### src/rtl/vec_mem_sequencer.sv
// vec_mem_sequencer
//   Memory-stage load/store sequencer between the vector pipeline and a
//   32-bit data memory. A scalar access becomes one word transaction. A
//   vector access becomes L sequential word transactions, one per lane.
//   Lanes whose byte address exceeds ADDR_MAX are skipped and flagged.
//
// Ports
//   clk, rst     : clock; asynchronous active-low reset
//   req_*        : memory-stage request (valid, we, vec, addr, wdata)
//   stall        : pipeline memory stall, combinational
//   rdata        : assembled load data, held until the next load starts
//   rdata_valid  : one-cycle pulse in DONE for loads
//   err          : one-cycle pulse in DONE when a lane was suppressed
//   mem_*        : single-word memory port (req/we/addr/wdata out, rdata/ack in)

module vec_mem_sequencer #(
    parameter int unsigned  N        = 32,
    parameter int unsigned  V        = 128,
    parameter logic [N-1:0] ADDR_MAX = N'(32'h4AFFF)
) (
    input  logic         clk,
    input  logic         rst,
    input  logic         req_valid,
    input  logic         req_we,
    input  logic         req_vec,
    input  logic [N-1:0] req_addr,
    input  logic [V-1:0] req_wdata,
    output logic         stall,
    output logic [V-1:0] rdata,
    output logic         rdata_valid,
    output logic         err,
    output logic         mem_req,
    output logic         mem_we,
    output logic [N-1:0] mem_addr,
    output logic [N-1:0] mem_wdata,
    input  logic [N-1:0] mem_rdata,
    input  logic         mem_ack
);

    localparam int unsigned L  = V / N;
    localparam int unsigned LW = (L > 1) ? $clog2(L) : 1;

    typedef enum logic [1:0] {
        IDLE  = 2'd0,
        ISSUE = 2'd1,
        DONE  = 2'd2
    } state_t;

    state_t         state_q;
    logic [LW-1:0]  lane_q;
    logic           err_q;
    logic           we_q;
    logic           vec_q;
    logic [N-1:0]   addr_q;
    logic [V-1:0]   wdata_q;
    logic [V-1:0]   rdata_q;

    logic [N-1:0]   lane_addr;
    logic           lane_ok;
    logic           lane_last;
    logic [N-1:0]   lane_wdata;
    logic           issuing;

    // Current lane decode: address wraps modulo 2^N before the limit compare.
    always_comb begin
        lane_addr  = addr_q + (N'(lane_q) << 2);
        lane_ok    = (lane_addr <= ADDR_MAX);
        lane_last  = vec_q ? (lane_q == LW'(L - 1)) : (lane_q == '0);
        lane_wdata = '0;
        for (int i = 0; i < int'(L); i++) begin
            if (lane_q == LW'(i)) begin
                lane_wdata = wdata_q[i*N +: N];
            end
        end
        issuing    = (state_q == ISSUE) && lane_ok;
    end

    // Sequencer state, captured request and read assembly buffer.
    always_ff @(posedge clk or negedge rst) begin
        if (!rst) begin
            state_q <= IDLE;
            lane_q  <= '0;
            err_q   <= 1'b0;
            we_q    <= 1'b0;
            vec_q   <= 1'b0;
            addr_q  <= '0;
            wdata_q <= '0;
            rdata_q <= '0;
        end else begin
            case (state_q)
                IDLE: begin
                    if (req_valid) begin
                        we_q    <= req_we;
                        vec_q   <= req_vec;
                        addr_q  <= req_addr;
                        wdata_q <= req_wdata;
                        err_q   <= 1'b0;
                        lane_q  <= '0;
                        // Stores leave the previous load result visible.
                        if (!req_we) begin
                            rdata_q <= '0;
                        end
                        state_q <= ISSUE;
                    end
                end
                ISSUE: begin
                    // A suppressed lane advances without waiting for memory.
                    if (!lane_ok || mem_ack) begin
                        if (lane_ok && !we_q) begin
                            for (int i = 0; i < int'(L); i++) begin
                                if (lane_q == LW'(i)) begin
                                    rdata_q[i*N +: N] <= mem_rdata;
                                end
                            end
                        end
                        if (!lane_ok) begin
                            err_q <= 1'b1;
                        end
                        if (lane_last) begin
                            state_q <= DONE;
                        end else begin
                            lane_q <= lane_q + LW'(1);
                        end
                    end
                end
                DONE: begin
                    state_q <= IDLE;
                end
                default: begin
                    state_q <= IDLE;
                end
            endcase
        end
    end

    // Outputs decoded from registered state; stall also sees the incoming request.
    always_comb begin
        stall       = rst && (((state_q == IDLE) && req_valid) || (state_q == ISSUE));
        rdata       = rdata_q;
        rdata_valid = (state_q == DONE) && !we_q;
        err         = (state_q == DONE) && err_q;
        mem_req     = issuing;
        mem_we      = issuing && we_q;
        mem_addr    = issuing ? lane_addr  : '0;
        mem_wdata   = issuing ? lane_wdata : '0;
    end

endmodule

### config.mk
export PLATFORM = sky130hd
export DESIGN_NAME = vec_mem_sequencer
export DESIGN_NICKNAME = d
export VERILOG_FILES = /design/src/rtl/vec_mem_sequencer.sv
export SDC_FILE = /design/constraint.sdc
export NUM_CORES = 1
export LEC_CHECK = 0
export ABC_CLOCK_PERIOD_IN_PS = 4700
export CELL_PAD_IN_SITES_DETAIL_PLACEMENT = 1
export CELL_PAD_IN_SITES_GLOBAL_PLACEMENT = 2
export CORE_ASPECT_RATIO = 0.8
export CORE_UTILIZATION = 31
export DETAILED_ROUTE_END_ITERATION = 8
export GPL_TIMING_DRIVEN = 0
export PLACE_DENSITY = 0.91
export SKIP_CTS_REPAIR_TIMING = 1
export SLEW_MARGIN = 25
export SYNTH_ARGS = -nofsm -noshare
export SYNTH_HDL_FRONTEND = slang
export SYNTH_SLANG_ARGS = --single-unit
### constraint.sdc
create_clock -name clk -period 4.7 [get_ports clk]
set_input_delay 0.94 -clock clk [delete_from_list [all_inputs] [get_ports clk]]
set_output_delay 0.94 -clock clk [all_outputs]
set_load 0.03 [all_outputs]
==> run_results.csv <==
group,metric,value,unit
outcome,run_status,"completed",
synth,synth-warning-count,0,
critical_path,worst_ep_required_time,3760,ps
power,pwr-share-clk,20.4,%
synth,netlist.top_cell.by_area,"dfrtp_1",
sta,share_of_the_cycle_needed_by_the_critical_path_after_routing,98.3,%
critical_path,criticalPathCategory,"reg -> out",
floorplanning,die-width,240,µm
synth,sequential_cell_area_fraction_in_the_yosys_report,52.7,%
clock_tree,tritoncts,"built",
critical_path,biggest_fanout_along_the_worst_timing_path,8,
power,power.ir.vdd_worst,319,µV
min_path,min_delay_worst_type,"in -> async",
synth,postSynthAreaPerCell,12.8,µm²
synth,synth.top_cell.area_share,52.7,%
detailed_routing,route.detailed.wl_per_inst,22.2,µm
power,p_comb_share,47.5,%
layout,layout-drive-gt1-share,31.9,%
clock_tree,clk_pin_slew,60,ps
power,p_sw_share,38.6,%
global_route,number_of_antenna_violations_at_the_first_check_in_global_routing,4,
sta,final.min_clock_period,4620,ps
synth,post_synthesis_register_bit_count,295,
floorplanning,starting_utilization_of_the_core_area,31.5,%
clock_tree,cts_buffers,35,
floorplanning,rows,69,
synth,synthesis.instances,1096,
critical_path,timing.reg2reg.worst_path_depth,15,
detailed_routing,detail_route.first_pass.iterations,4,
critical_path,cpPeakStageDelay,390,ps
layout,finalCoreUtilization,45.4,%
sta,worst_slew_pin_slew,870,ps
synth,synthMostInstantiatedCell,"dfrtp_1",
layout,filler_cell_count,4633,
detailed_routing,detail-route-antenna-nets,0,
clock_tree,clock_sink_count,295,
sta,report.final.hold_viol_count,0,
detailed_routing,drcViolationCount,0,
sta,total_negative_slack_for_setup_checks,0,ps
synth,mappedNetlistArea,14000,µm²
synth,postSynth.asyncResetShare,100,%
global_route,globalRoute.totalOverflow,0,
clock_tree,cts-root-to-sink-buffers,3,
global_route,first_pass_grt_wire_length,71.5,mm
synth,synth-edff-count,0,
critical_path,crit_path_cell_trace,"ha_4 -> inv_2 -> fa_2 -> nor2b_2 -> buf_6 -> buf_6 -> nand4_4 -> nor4_4 -> and3_1 -> o22ai_2 -> nor4_4 -> nand3_4 -> buf_12 -> buf_12 -> nor2_1 -> buf_2",
sta,fin_worst_skew,19.1,ps
power,sequential_group_share_of_total_power,32.1,%
critical_path,worst_ep_arrival_time,3680,ps
floorplanning,floorplan_die_area,46000,µm²
power,total_switching_power,5.55,mW
critical_path,critical_path.endpoint_type,"output port",
floorplanning,coreArea,44500,µm²
clock_tree,clock-root-buffer,"clkbuf_16",
critical_path,critical_path_source_type,"flip-flop",
synth,synth_commonest_cells,"dfrtp_1, mux2_2, nor2_1",
detailed_routing,overall_via_count_from_detail_route,10600,
clock_tree,worstSkewPairLatency,520,ps
synth,yosys_most_used_dff,"dfrtp_1",
layout,finish.net_count,1746,
floorplanning,die_h,192,µm
sta,max_slew_headroom_at_the_worst_pin,42.0,%
placed_design,post-dp-hpwl,35.0,mm
detailed_routing,dr.first_iter.drc_count,432,
global_route,first_global_vias,11500,
synth,post_synth_main_area_contributors,"dfrtp_1, mux2_2, mux2_4, nor2_1, a21oi_1",
sta,fmax,0.216,GHz
global_route,grt_max_degree,82,
placed_design,placement.io_buffers,381,
run,maxCapViolCount,0,
detailed_routing,vias_per_cell,4.87,
sta,timing_max_transition_violations_final,0,
layout,area_growth_syn_to_layout,44.3,%
synth,yosys.cell_types.count,57,
clock_tree,htreeDepth,2,
sta,setup_viol,0,
sta,rsz0062_at_grt,"true",
power,pwr_per_cell_area,711,nW/µm²
power,cell_internal_pwr,8.81,mW
placed_design,globalplace.congestion,0.830,
global_route,grt_usage,20.4,%
detailed_routing,detailed_route_wire_length,48.1,mm
floorplanning,floorplan.io_pins,395,
power,total_leakage_power,9.07,nW
critical_path,worst_path_max_delay_cell,"dfrtp_1",
-- metrics by stage --
| step | total power [mW] | worst slack [ps] | hold WS (ps) | instances | instance area [µm²] |
|---|---|---|---|---|---|
| after floorplan | 8.79 | 296 | 481 | 1108 | 14000 |
| after global placement | 11.0 | -10410 | 489 | 2092 | 18600 |
| after detailed placement | 11.3 | -1190 | 494 | 2095 | 18700 |
| after CTS | 14.4 | -1800 | 369 | 2158 | 19900 |
| after global routing | 15.2 | -106 | 403 | 2171 | 20200 |
| final | 14.4 | 78.0 | 384 | 2173 | 20200 |
-- power by group through the flow --
stage,Combinational [mW],Clock [mW],Sequential [mW]
6_report,6.82,2.93,4.62
5_1_grt,7.31,3.11,4.77
4_1_cts,6.75,3.01,4.61
3_5_place_dp,6.68,0,4.63
3_3_place_gp,6.48,0,4.54
2_1_floorplan,3.39,0,5.40
-- layer usage --
| layer | wire length (µm) | global-route usage (%) | share of wire, % | vias up |
|---|---|---|---|---|
| li1 | - | - | - | 4758 |
| met5 | 27 | 0 | 0.056 | - |
| met1 | 20500 | 26.1 | 43 | 5441 |
| met4 | 988 | 5.37 | 2.1 | 4 |
| met3 | 3120 | 5.20 | 6.5 | 72 |
| met2 | 23500 | 34.3 | 49 | 297 |
-- worst paths after layout --
| check | from | endpoint | slack (ps) |
|---|---|---|---|
| worst max-delay path | addr_q[2] | mem_wdata[3] | 80 |
| worst min-delay path | rst | rdata[104] | 380 |
| worst max register to register | addr_q[2] | rdata[9] | 980 |
| worst min register to register | wdata_q[106] | wdata_q[106] | 500 |
| max in group asynchronous | rst | addr_q[21] | 3080 |
| min in group clk | wdata_q[106] | wdata_q[106] | 500 |
-- cell families (layout without fill, tap and decap cells) --
logic type | Yosys count | in the layout | synth area share (%)
simple gates | 253 | 253 | 9.55
other cells | 1 | 16 | 0.0268
xor+xnor | 17 | 17 | 1.06
fa+ha+maj | 7 | 7 | 0.679
flops | 295 | 295 | 52.7
mux | 286 | 286 | 26.2
buf+inv | 100 | 559 | 3.73
compound gates | 137 | 137 | 6.02
-- sequential cells by signal, summed over array words and instances (netlist names) --
| name | flops |
|---|---|
| wdata_q | 128 |
| rdata | 128 |
| err_q | 1 |
| we_q | 1 |
| lane_q | 2 |
| vec_q | 1 |
| addr_q | 32 |
| state_q | 2 |
-- worst max-delay path: cells and delay by family, from the launching register on --
kind,cells,cell delay [ps]
adders and majority gates,2,560
buffers and inverters,6,860
AOI/OAI and AO/OA,1,90
and+or+nand+nor,7,1260
DFF,1,390
-- cell type report --
| type | instances | area (µm²) | share of cell area [%] |
|---|---|---|---|
| antenna | 3 | 7.51 | 0.0372 |
| buffer | 86 | 544 | 2.69 |
| clock buffer | 47 | 1010 | 5.01 |
| clock inverter | 16 | 229 | 1.13 |
| inverter | 14 | 52.6 | 0.260 |
| multi-input combinational | 713 | 6340 | 31.4 |
| sequential | 295 | 7380 | 36.5 |
| tap | 603 | 754 | 3.73 |
| timing repair buffer | 396 | 3880 | 19.2 |
-- placed cells by master (no fill, tap or decap), types with 7 or more instances in the layout --
cell,count
clkdlybuf4s50_1,327
dfrtp_1,295
mux2_2,164
mux2_4,120
nor2_1,118
a21oi_1,71
clkbuf_1,49
and3_1,38
clkbuf_16,38
buf_4,37
a22oi_1,31
buf_6,24
nand2_1,19
buf_2,18
clkbuf_2,15
conb_1,13
inv_1,12
nand3_1,12
o21ai_0,11
xor2_1,11
nor2_2,9
nand4_1,8
clkbuf_8,7
No activity file was read; power rests on OpenSTA's default activity.
